## config.mk

```make
export PLATFORM = sky130hd
export DESIGN_NAME = sal_bank_timer
export DESIGN_NICKNAME = d
export VERILOG_FILES = /design/src/rtl/sal_bank_timer_pkg.sv /design/src/rtl/sal_dn_cnt.sv /design/src/rtl/sal_bank_timer.sv
export SDC_FILE = /design/constraint.sdc
export NUM_CORES = 1
export LEC_CHECK = 0
export ABC_AREA = 0
export CORE_ASPECT_RATIO = 1.5
export CORE_MARGIN = 2
export CORE_UTILIZATION = 45
export DETAILED_ROUTE_END_ITERATION = 10
export PLACE_DENSITY = 0.75
export SLEW_MARGIN = 40
export SYNTH_ARGS = -nofsm -noshare
export SYNTH_HDL_FRONTEND = slang
export SYNTH_SLANG_ARGS = --single-unit
```

## constraint.sdc

```tcl
create_clock -name clk -period 3.05 [get_ports clk]
set_input_delay 0.4575 -clock clk [delete_from_list [all_inputs] [get_ports clk]]
set_output_delay 0.4575 -clock clk [all_outputs]
set_load 0.03 [all_outputs]
```

## src/rtl/sal_bank_timer_pkg.sv

```systemverilog
// -----------------------------------------------------------------------------
// sal_bank_timer_pkg
// Shared definitions for the per-bank timing tracker. The scheduler and the
// other banks import the same state encoding and default widths.
//   bank_state_t : IDLE / ACTIVE / REFRESH bank state
//   TW_DEF       : default timing counter width
//   OCW_DEF      : default open-row idle counter width
//   CNT_*        : slot indices of the TW-wide constraint counters
// -----------------------------------------------------------------------------
package sal_bank_timer_pkg;

    typedef enum logic [1:0] {
        ST_IDLE    = 2'd0,
        ST_ACTIVE  = 2'd1,
        ST_REFRESH = 2'd2
    } bank_state_t;

    localparam int TW_DEF  = 8;
    localparam int OCW_DEF = 8;

    // Constraint counter slots (all TW bits wide)
    localparam int CNT_RC  = 0;
    localparam int CNT_RCD = 1;
    localparam int CNT_RAS = 2;
    localparam int CNT_RP  = 3;   // also carries tRFC after a REF
    localparam int CNT_RTP = 4;
    localparam int CNT_WTP = 5;
    localparam int N_CNT   = 6;

endpackage

```

## src/rtl/sal_dn_cnt.sv

```systemverilog
// -----------------------------------------------------------------------------
// sal_dn_cnt
// Loadable down-counter that saturates at zero.
//   clk      : clock
//   rst_n    : synchronous active-low reset (count -> 0)
//   load     : load load_val at this edge
//   load_val : value to load (constraint minus one)
//   met      : count is zero; decoded from the register, no extra latency
// -----------------------------------------------------------------------------
module sal_dn_cnt #(
    parameter int W = 8
) (
    input  logic         clk,
    input  logic         rst_n,
    input  logic         load,
    input  logic [W-1:0] load_val,
    output logic         met
);

    logic [W-1:0] cnt_reg;

    always_ff @(posedge clk) begin
        if (!rst_n) begin
            cnt_reg <= '0;
        end else if (load) begin
            cnt_reg <= load_val;
        end else if (cnt_reg != '0) begin
            cnt_reg <= cnt_reg - W'(1);
        end
    end

    assign met = (cnt_reg == '0);

endmodule

```

## src/rtl/sal_bank_timer.sv

```systemverilog
// -----------------------------------------------------------------------------
// sal_bank_timer
// Per-bank state machine and DRAM timing tracker. Reports which command class
// is legal each cycle, flags illegal commands and requests a precharge once
// an open row has been idle for row_open_cnt cycles.
//   t_*_m1        : timing constraints minus one, sampled when a command issues
//   row_open_cnt  : idle cycles before close_req_o
//   act/rd/wr/pre/ref_i : command strobes issued this cycle
//   row_i         : row address captured with act_i
//   *_ok_o        : command class legal this cycle
//   close_req_o   : open-row timeout reached
//   is_open_o     : bank ACTIVE
//   cur_row_o     : open row
//   err_o         : sticky illegal-command flag
// -----------------------------------------------------------------------------
module sal_bank_timer
    import sal_bank_timer_pkg::*;
#(
    parameter int TW    = TW_DEF,
    parameter int ROW_W = 16,
    parameter int OCW   = OCW_DEF
) (
    input  logic             clk,
    input  logic             rst_n,
    input  logic [TW-1:0]    t_rc_m1,
    input  logic [TW-1:0]    t_rcd_m1,
    input  logic [TW-1:0]    t_rp_m1,
    input  logic [TW-1:0]    t_ras_m1,
    input  logic [TW-1:0]    t_rfc_m1,
    input  logic [TW-1:0]    t_rtp_m1,
    input  logic [TW-1:0]    t_wtp_m1,
    input  logic [OCW-1:0]   row_open_cnt,
    input  logic             act_i,
    input  logic             rd_i,
    input  logic             wr_i,
    input  logic             pre_i,
    input  logic             ref_i,
    input  logic [ROW_W-1:0] row_i,
    output logic             act_ok_o,
    output logic             rdwr_ok_o,
    output logic             pre_ok_o,
    output logic             ref_ok_o,
    output logic             close_req_o,
    output logic             is_open_o,
    output logic [ROW_W-1:0] cur_row_o,
    output logic             err_o
);

    bank_state_t      state_reg, state_next;
    logic [ROW_W-1:0] cur_row_reg;
    logic             err_reg;

    logic [N_CNT-1:0] cnt_load;
    logic [N_CNT-1:0] cnt_met;
    logic [TW-1:0]    cnt_val [N_CNT];
    logic             idle_met;

    logic             eff_idle, is_active;
    logic             act_ok, rdwr_ok, pre_ok, ref_ok;
    logic [2:0]       n_strobe;
    logic             bad_cmd;
    logic             act_v, rd_v, wr_v, pre_v, ref_v;

    // ------------------------------------------------------------------
    // Constraint counters
    // ------------------------------------------------------------------
    always_comb begin
        cnt_val[CNT_RC]  = t_rc_m1;
        cnt_val[CNT_RCD] = t_rcd_m1;
        cnt_val[CNT_RAS] = t_ras_m1;
        cnt_val[CNT_RP]  = ref_v ? t_rfc_m1 : t_rp_m1;
        cnt_val[CNT_RTP] = t_rtp_m1;
        cnt_val[CNT_WTP] = t_wtp_m1;

        cnt_load          = '0;
        cnt_load[CNT_RC]  = act_v;
        cnt_load[CNT_RCD] = act_v;
        cnt_load[CNT_RAS] = act_v;
        cnt_load[CNT_RP]  = pre_v | ref_v;
        cnt_load[CNT_RTP] = rd_v;
        cnt_load[CNT_WTP] = wr_v;
    end

    generate
        for (genvar gi = 0; gi < N_CNT; gi++) begin : g_cnt
            sal_dn_cnt #(.W(TW)) u_cnt (
                .clk      (clk),
                .rst_n    (rst_n),
                .load     (cnt_load[gi]),
                .load_val (cnt_val[gi]),
                .met      (cnt_met[gi])
            );
        end
    endgenerate

    sal_dn_cnt #(.W(OCW)) u_idle_cnt (
        .clk      (clk),
        .rst_n    (rst_n),
        .load     (act_v | rd_v | wr_v),
        .load_val (row_open_cnt),
        .met      (idle_met)
    );

    // ------------------------------------------------------------------
    // Legality. The REFRESH->IDLE register update lands one edge after tRFC
    // expires, so a REFRESH bank whose rp counter has reached zero is
    // already treated as idle; that keeps ACT/REF legal exactly at N+tRFC.
    // ------------------------------------------------------------------
    assign is_active = (state_reg == ST_ACTIVE);
    assign eff_idle  = (state_reg == ST_IDLE) ||
                       ((state_reg == ST_REFRESH) && cnt_met[CNT_RP]);

    assign act_ok  = eff_idle & cnt_met[CNT_RC] & cnt_met[CNT_RP];
    assign ref_ok  = eff_idle & cnt_met[CNT_RP] & cnt_met[CNT_RC];
    assign rdwr_ok = is_active & cnt_met[CNT_RCD];
    assign pre_ok  = is_active & cnt_met[CNT_RAS] & cnt_met[CNT_RTP] & cnt_met[CNT_WTP];

    assign n_strobe = {2'b00, act_i} + {2'b00, rd_i} + {2'b00, wr_i} +
                      {2'b00, pre_i} + {2'b00, ref_i};

    assign bad_cmd = (n_strobe > 3'd1)              |
                     (act_i & ~act_ok)              |
                     ((rd_i | wr_i) & ~rdwr_ok)     |
                     (pre_i & ~pre_ok)              |
                     (ref_i & ~ref_ok);

    // Illegal commands are dropped entirely
    assign act_v = act_i & ~bad_cmd;
    assign rd_v  = rd_i  & ~bad_cmd;
    assign wr_v  = wr_i  & ~bad_cmd;
    assign pre_v = pre_i & ~bad_cmd;
    assign ref_v = ref_i & ~bad_cmd;

    // ------------------------------------------------------------------
    // Bank FSM
    // ------------------------------------------------------------------
    always_comb begin
        state_next = state_reg;
        case (state_reg)
            ST_IDLE: begin
                if (act_v)      state_next = ST_ACTIVE;
                else if (ref_v) state_next = ST_REFRESH;
            end
            ST_REFRESH: begin
                if (act_v)                 state_next = ST_ACTIVE;
                else if (ref_v)            state_next = ST_REFRESH;
                else if (cnt_met[CNT_RP])  state_next = ST_IDLE;
            end
            ST_ACTIVE: begin
                if (pre_v) state_next = ST_IDLE;
            end
            default: state_next = ST_IDLE;
        endcase
    end

    always_ff @(posedge clk) begin
        if (!rst_n) begin
            state_reg   <= ST_IDLE;
            cur_row_reg <= '0;
            err_reg     <= 1'b0;
        end else begin
            state_reg <= state_next;
            if (act_v)   cur_row_reg <= row_i;
            if (bad_cmd) err_reg     <= 1'b1;
        end
    end

    assign act_ok_o    = act_ok;
    assign rdwr_ok_o   = rdwr_ok;
    assign pre_ok_o    = pre_ok;
    assign ref_ok_o    = ref_ok;
    assign close_req_o = is_active & idle_met;
    assign is_open_o   = is_active;
    assign cur_row_o   = cur_row_reg;
    assign err_o       = err_reg;

endmodule

```

Yosys cells after proc, flatten, opt, wreduce, memory -nomap -nowiden
Cells that the tools add are included.
- logic and storage cells: 105
- output and inout bits: 23
- bits in registers: 75
- reduce and logical (&&, ||, !) cells: 25
- $add $sub $neg: 11
- bitwise logic cells: 31
- eq/ne operators: 5
- mux-type cells: 22
- $lt $le $gt $ge: 1
- operators by type and width (kind ; number):
    $mux W8 ; 15
    $logic_not A8 Y1 ; 7
    $reduce_bool A8 Y1 ; 7
    $sub A8 B1 Y8 const B ; 7
    $and A1 B1 Y1 ; 18
    $reduce_bool A2 Y1 ; 7
    $mux W2 ; 6
    $or A1 B1 Y1 ; 8
    $add A3 B1 Y3 ; 2
    $pmux W2 S3 ; 1
    $not A1 Y1 ; 5
    $ne A4 B3 Y1 const B ; 1
    $add A2 B1 Y3 ; 1
    $gt A3 B1 Y1 const B ; 1
    $ne A3 B3 Y1 const B ; 1
    $reduce_and A3 Y1 ; 1
    $add A1 B1 Y2 ; 1
    $eq A2 B1 Y1 const B ; 1
    $eq A2 B2 Y1 const B ; 1
    $logic_not A2 Y1 ; 1
    $ne A2 B1 Y1 const B ; 1
    $logic_and A1 B1 Y1 ; 1
    $logic_or A1 B1 Y1 ; 1

Logic depth before layout (Yosys ltp)
- depth after elaboration: 16
- gate-level depth with buffers: 12

Cells and area by module
Synthesis repeated with hierarchy kept, for this count alone.
- cells, all modules: 482
- area total of the unflattened synthesis: 4384.2 µm²
- by module, submodules not included (module ; cells an instance ; seq. area each (µm²) ; area each (µm²) ; instances):
    sal_dn_cnt ; 51 ; 160.2 ; 457.9 ; 7
    sal_bank_timer ; 125 ; 380.4 ; 1178.6 ; 1

Least setup slack after synthesis
Ideal clock, no wire load.
- path kind: reg-to-reg
- start point: register g_cnt[4].u_cnt.cnt_reg[2]
- end point: register g_cnt[3].u_cnt.cnt_reg[6]
- period minus slack after synthesis: 3.078 ns
- setup slack: -0.028 ns
- library setup time: 0.119 ns
- arrival: 2.959 ns
- buffers on the path: 1
- cell stages (with the launch flop): 8
- path through: dfxtp_1 -> or4_4 -> or4b_4 -> nor3_1 -> and4_1 -> buf_2 -> nor3_1 -> o221a_1
- word-level cells in the longest chain between the ends: 11
- elaborated cells on any way between the ends: 14
- classes of those cells: mux (2); bitwise (10); reduce/logical (2)
- RTL lines (what ; line ; text):
    start: declaration ; sal_dn_cnt.sv:20 ; logic [W-1:0] cnt_reg;
    start signal: assignment ; sal_dn_cnt.sv:26 ; cnt_reg <= load_val;
    start signal: assignment ; sal_dn_cnt.sv:28 ; cnt_reg <= cnt_reg - W'(1);
    $logic_not A8 Y1 (*) ; sal_dn_cnt.sv:32 ; assign met = (cnt_reg == '0);
    $and A1 B1 Y1 (*) (2 in a row) ; sal_bank_timer.sv:116 ; assign pre_ok = is_active & cnt_met[CNT_RAS] & cnt_met[CNT_RTP] & cnt_met[CNT_WTP];
    named net pre_ok_o ; sal_bank_timer.sv:41 ; output logic pre_ok_o,
    $not A1 Y1 (*) ; sal_bank_timer.sv:124 ; (pre_i & ~pre_ok) |
    $and A1 B1 Y1 (*) ; sal_bank_timer.sv:124 ;
    $or A1 B1 Y1 (*) ; sal_bank_timer.sv:123 ; ((rd_i | wr_i) & ~rdwr_ok) |
    $or A1 B1 Y1 (*) ; sal_bank_timer.sv:124 ;
    $not A1 Y1 (*) ; sal_bank_timer.sv:131, sal_bank_timer.sv:132 ;
    $and A1 B1 Y1, on equally long branches ; sal_bank_timer.sv:132, sal_bank_timer.sv:131 ;
    $mux W8 or $or A1 B1 Y1 (tied branches) ; sal_bank_timer.sv:71, sal_bank_timer.sv:79 ;
    $mux W8 or $reduce_bool A2 Y1 (tied branches) ; -- ;
    end signal: assignment ; sal_dn_cnt.sv:26 ;
    end signal: assignment ; sal_dn_cnt.sv:28 ;
    end: declaration ; sal_dn_cnt.sv:20 ;
Mark *: on every way through the listed nets, which the timed path passes. The rest lies on a longest branch.
A chain may end at the register's enable or synchronous reset.

Worst setup path after layout
- start point: input port act_i
- end point: register g_cnt[3].u_cnt.cnt_reg[6]
- word-level cells in the longest chain between the ends: 13
- elaborated cells on any way between the ends: 17
- classes of those cells: add/sub (4); order compare (1); mux (2); bitwise (9); reduce/logical (1)
- RTL lines (what ; line ; text):
    start: declaration ; sal_bank_timer.sv:33 ; input logic act_i,
    $add A1 B1 Y2 ; sal_bank_timer.sv:118 ; assign n_strobe = {2'b00, act_i} + {2'b00, rd_i} + {2'b00, wr_i} +
    $add A2 B1 Y3 ; sal_bank_timer.sv:118 ;
    $add A3 B1 Y3 ; sal_bank_timer.sv:118 ;
    $add A3 B1 Y3 ; sal_bank_timer.sv:119 ; {2'b00, pre_i} + {2'b00, ref_i};
    $gt A3 B1 Y1 ; sal_bank_timer.sv:121 ; assign bad_cmd = (n_strobe > 3'd1) |
    $or A1 B1 Y1 (*) ; sal_bank_timer.sv:121 ;
    $or A1 B1 Y1 (*) ; sal_bank_timer.sv:122 ; (act_i & ~act_ok) |
    $or A1 B1 Y1 (*) ; sal_bank_timer.sv:123 ;
    $or A1 B1 Y1 (*) ; sal_bank_timer.sv:124 ;
    $not A1 Y1 (*) ; sal_bank_timer.sv:131, sal_bank_timer.sv:132 ;
    $and A1 B1 Y1, on equally long branches ; sal_bank_timer.sv:132, sal_bank_timer.sv:131 ;
    $mux W8 or $or A1 B1 Y1 (tied branches) ; sal_bank_timer.sv:71, sal_bank_timer.sv:79 ;
    $mux W8 or $reduce_bool A2 Y1 (tied branches) ; -- ;
Mark *: on every way between the ends. The rest lies on a longest branch, timed or not.

==> metrics.md <==
| Metric | Value |
|---|---|
| Run status | completed |
| Slew @ Worst Pin | 0.7597 ns |
| Syn nets | 602 |
| Setup violators final | 0 |
| Initial core utilization | 46.70% |
| Hold Crit Class | reg -> reg |
| ANT cells | 0 |
| Post-CTS setup buffer count | 0 |
| Clock Path Buffers | 2 |
| Crit start category | primary input |
| Die Y | 121.6 um |
| Final Hold Viols | 0 |
| Asr flop ratio synth | 0% |
| Gr ovfl total | 0 |
| Post-synth EDFFs | 0 |
| Core Region | 8881 sq um |
| Pwr Density | 921.5 nW/um^2 |
| Most numerous cell in the Yosys netlist | dfxtp_1 |
| Post-Route WL | 10340 um |
| Final WS setup | 0.1302 ns |
| WP data required | 3.32 ns |
| Fillers | 759 |
| DRT Pass-1 Iters | 4 |
| Core Util, Final | 64.86% |
| Max reg flops | 48 |
| Detail Placement HPWL | 7750 um |
| CTS Root Cell | clkbuf_16 |
| Unrepaired setup endpoints after global routing | false |
| Gp weighted congestion | 0.8202 |
| GRT Total Usage | 21.25% |
| First-pass GRT wire length | 16590 um |
| RR Startpoint | g_cnt[0].u_cnt.cnt_reg[2]$_SDFFE_PN0P_ |
| Width of the die | 82.39 um |
| Clock latency on the worst-skew pair | 0.33 ns |
| # H-tree levels | 3 |
| Post-synthesis register bit count | 75 |
| Yosys cell types | 51 |
| Mapped Area | 4148 sq um |
| Initial antenna violation count | 0 |
| Average wire per standard cell | 13.95 um |
| Ports | 110 |
| Max-Slew Margin vs Limit | 48.96% |
| Residual DRC | 0 |
| Avg Cell Area, Syn | 8.279 sq um |
| Area leader, netlist | dfxtp_1 |
| Main synth FF type | dfxtp_1 |
| Vias in the first global route | 3842 |
| Starting DRT DRC Count | 146 |
| Fmax | 0.3425 GHz |
| Largest cells by area after synthesis | dfxtp_1, mux2i_1, nand2_1 |
| Slew Limit Fails | 0 |
| PortBufs | 109 |
| Layout cells sized above 1 | 10.14% |
| Critical Path Source | act_i |
| Hold-fix buffers, CTS | 0 |
| Lkg Pwr | 0.002360 uW |
| Row cnt | 42 |
| Largest net degree at the start of global routing | 49 |
| Maximum Capacitance Violations | 0 |
| Worst-path fanout max | 8 |
| Clk sinks | 75 |
| CTS tree | done |
| HP Start | cur_row_o[8]$_SDFFE_PN0P_ |
| Via Count | 3925 |
| FF-to-FF setup slack | 0.16 ns |
| Worst EP arrival | 3.19 ns |
| Worst supply voltage drop on vdd | 0.4276 mV |
| Reg2Reg Depth | 8 |
| Crit end category | flop |
| Post-layout nets | 727 |
| Sequential area share after synthesis | 36.20% |
| Yosys top cell area share | 36.20% |
| CTS Buf Count | 9 |
| Synth Warn # | 0 |
| Setup TNS | 0 ns |
| Clock skew | 0.007908 ns |
| Dpl ws | -0.2044 ns |
| Synth top cells by count | dfxtp_1, nand2_1, nor2_1, a21oi_1, mux2i_1 |
| Worst-path clk slew | 0.06 ns |
| Layout area overhead | 38.88% |
| Crit Path Category | in -> reg |
| Setup crit end | g_cnt[3].u_cnt.cnt_reg[6]$_SDFFE_PN0P_ |
| Final worst path period need | 2.920 ns |
| DRT antenna net count | 0 |
| Period utilisation layout | 95.73% |
| Syn Inst Count | 501 |
| DR vias/cell | 5.297 |
| Die area | 10020 sq um |
| RR Endpoint | g_cnt[0].u_cnt.cnt_reg[1]$_SDFFE_PN0P_ |
-- report_power, final --
| group | leakage (uW) | internal [uW] | switching (uW) |
|---|---|---|---|
| combinational | 0.00161 | 1380 | 1350 |
| clock | 0.000132 | 576 | 410 |
| sequential | 0.000616 | 1310 | 289 |
-- critical path, cell delays in order --
cell             delay (ns)
clkdlybuf4s50_1        0.50
inv_1                  0.07
fa_1                   0.54
inv_1                  0.04
ha_1                   0.16
nand2b_1               0.16
a211o_1                0.24
o32ai_2                0.16
buf_4                  0.20
and4_1                 0.22
buf_4                  0.17
a22o_4                 0.11
o221a_1                0.16
-- per-layer routing --
layer / vias up / part of all wire (%) / global-route usage (%)
met5: - / 0 / 0
met4: 0 / 2.7 / 9.167
met3: 22 / 3.8 / 4.000
met2: 87 / 55 / 39.42
met1: 1819 / 39 / 22.51
li1: 1997 / - / -
-- kinds of logic (layout without fill, tap and decap cells) --
logic type | after synthesis | count (layout) | synth area share [%]
AO/OA/AOI/OAI | 94 | 94 | 15.96
XOR/XNOR | 26 | 26 | 5.490
buffers and inverters | 49 | 179 | 5.882
multiplexers | 29 | 29 | 7.059
flip-flops | 75 | 75 | 36.20
adder cells (fa/ha/maj) | 14 | 14 | 4.404
AND/OR/NAND/NOR | 214 | 214 | 25.01
-- cell usage in the layout (no fill, tap or decap), types with 3 or more instances in the layout --
cell             instances
ha_1                    13
nand2b_1                 6
nor3b_1                  3
dlygate4sd2_1            3
clkdlybuf4s50_1        105
nor4_1                   4
nand3_1                  9
buf_4                   24
or3_1                   10
a21oi_1                 46
o211ai_1                 4
nand2_1                 69
xor2_1                  12
clkbuf_16                9
a211oi_1                16
mux2i_1                 27
nand4_1                  5
buf_12                   3
dfxtp_1                 75
o21ai_0                  7
or4_1                    6
a211oi_2                 4
or4_4                    3
xnor2_1                 14
nor3_1                  23
inv_1                   25
nor2_1                  60
o31ai_1                  3
a22oi_1                  3
-- final cells by class --
cell class                      instances  area (sq um)  share of cell area [%]
Clock buffer                           11         242.7                   4.214
Multi-Input combinational cell        377          2407                   41.79
Inverter                               26         100.1                   1.738
Tap cell                              110         137.6                   2.389
Clock inverter                          5         37.54                  0.6516
Timing Repair Buffer                  137          1334                   23.15
Sequential cell                        75          1501                   26.06
-- worst min path at each step --
stage	cells after the start	endpoint	slack, ns
after floorplan	2	state_reg[1]$_SDFFE_PN0P_	0.45
after global routing	2	cur_row_o[4]$_SDFFE_PN0P_	0.47
after detailed placement	2	cur_row_o[8]$_SDFFE_PN0P_	0.45
final	2	cur_row_o[8]$_SDFFE_PN0P_	0.46
after global placement	2	cur_row_o[3]$_SDFFE_PN0P_	0.44
after CTS	2	cur_row_o[8]$_SDFFE_PN0P_	0.46
-- stage by stage --
step | hold slack (ns) | instance area, sq um | instances | total power [uW]
floorplan | 0.4515 | 4153 | 501 | 3661
global placement | 0.4417 | 5483 | 725 | 4224
detailed placement | 0.4494 | 5485 | 725 | 4345
CTS | 0.4577 | 5763 | 741 | 5353
global route | 0.4739 | 5761 | 741 | 5747
finish | 0.4564 | 5761 | 741 | 5308
-- timing repair --
item | in CTS | in global routing
resized for setup | 6 | 3
endpoints found under the hold margin | 0 | 0
setup endpoints to repair | 4 | 3
pin swaps | 0 | 0
No activity file was read; power rests on OpenSTA's default activity.
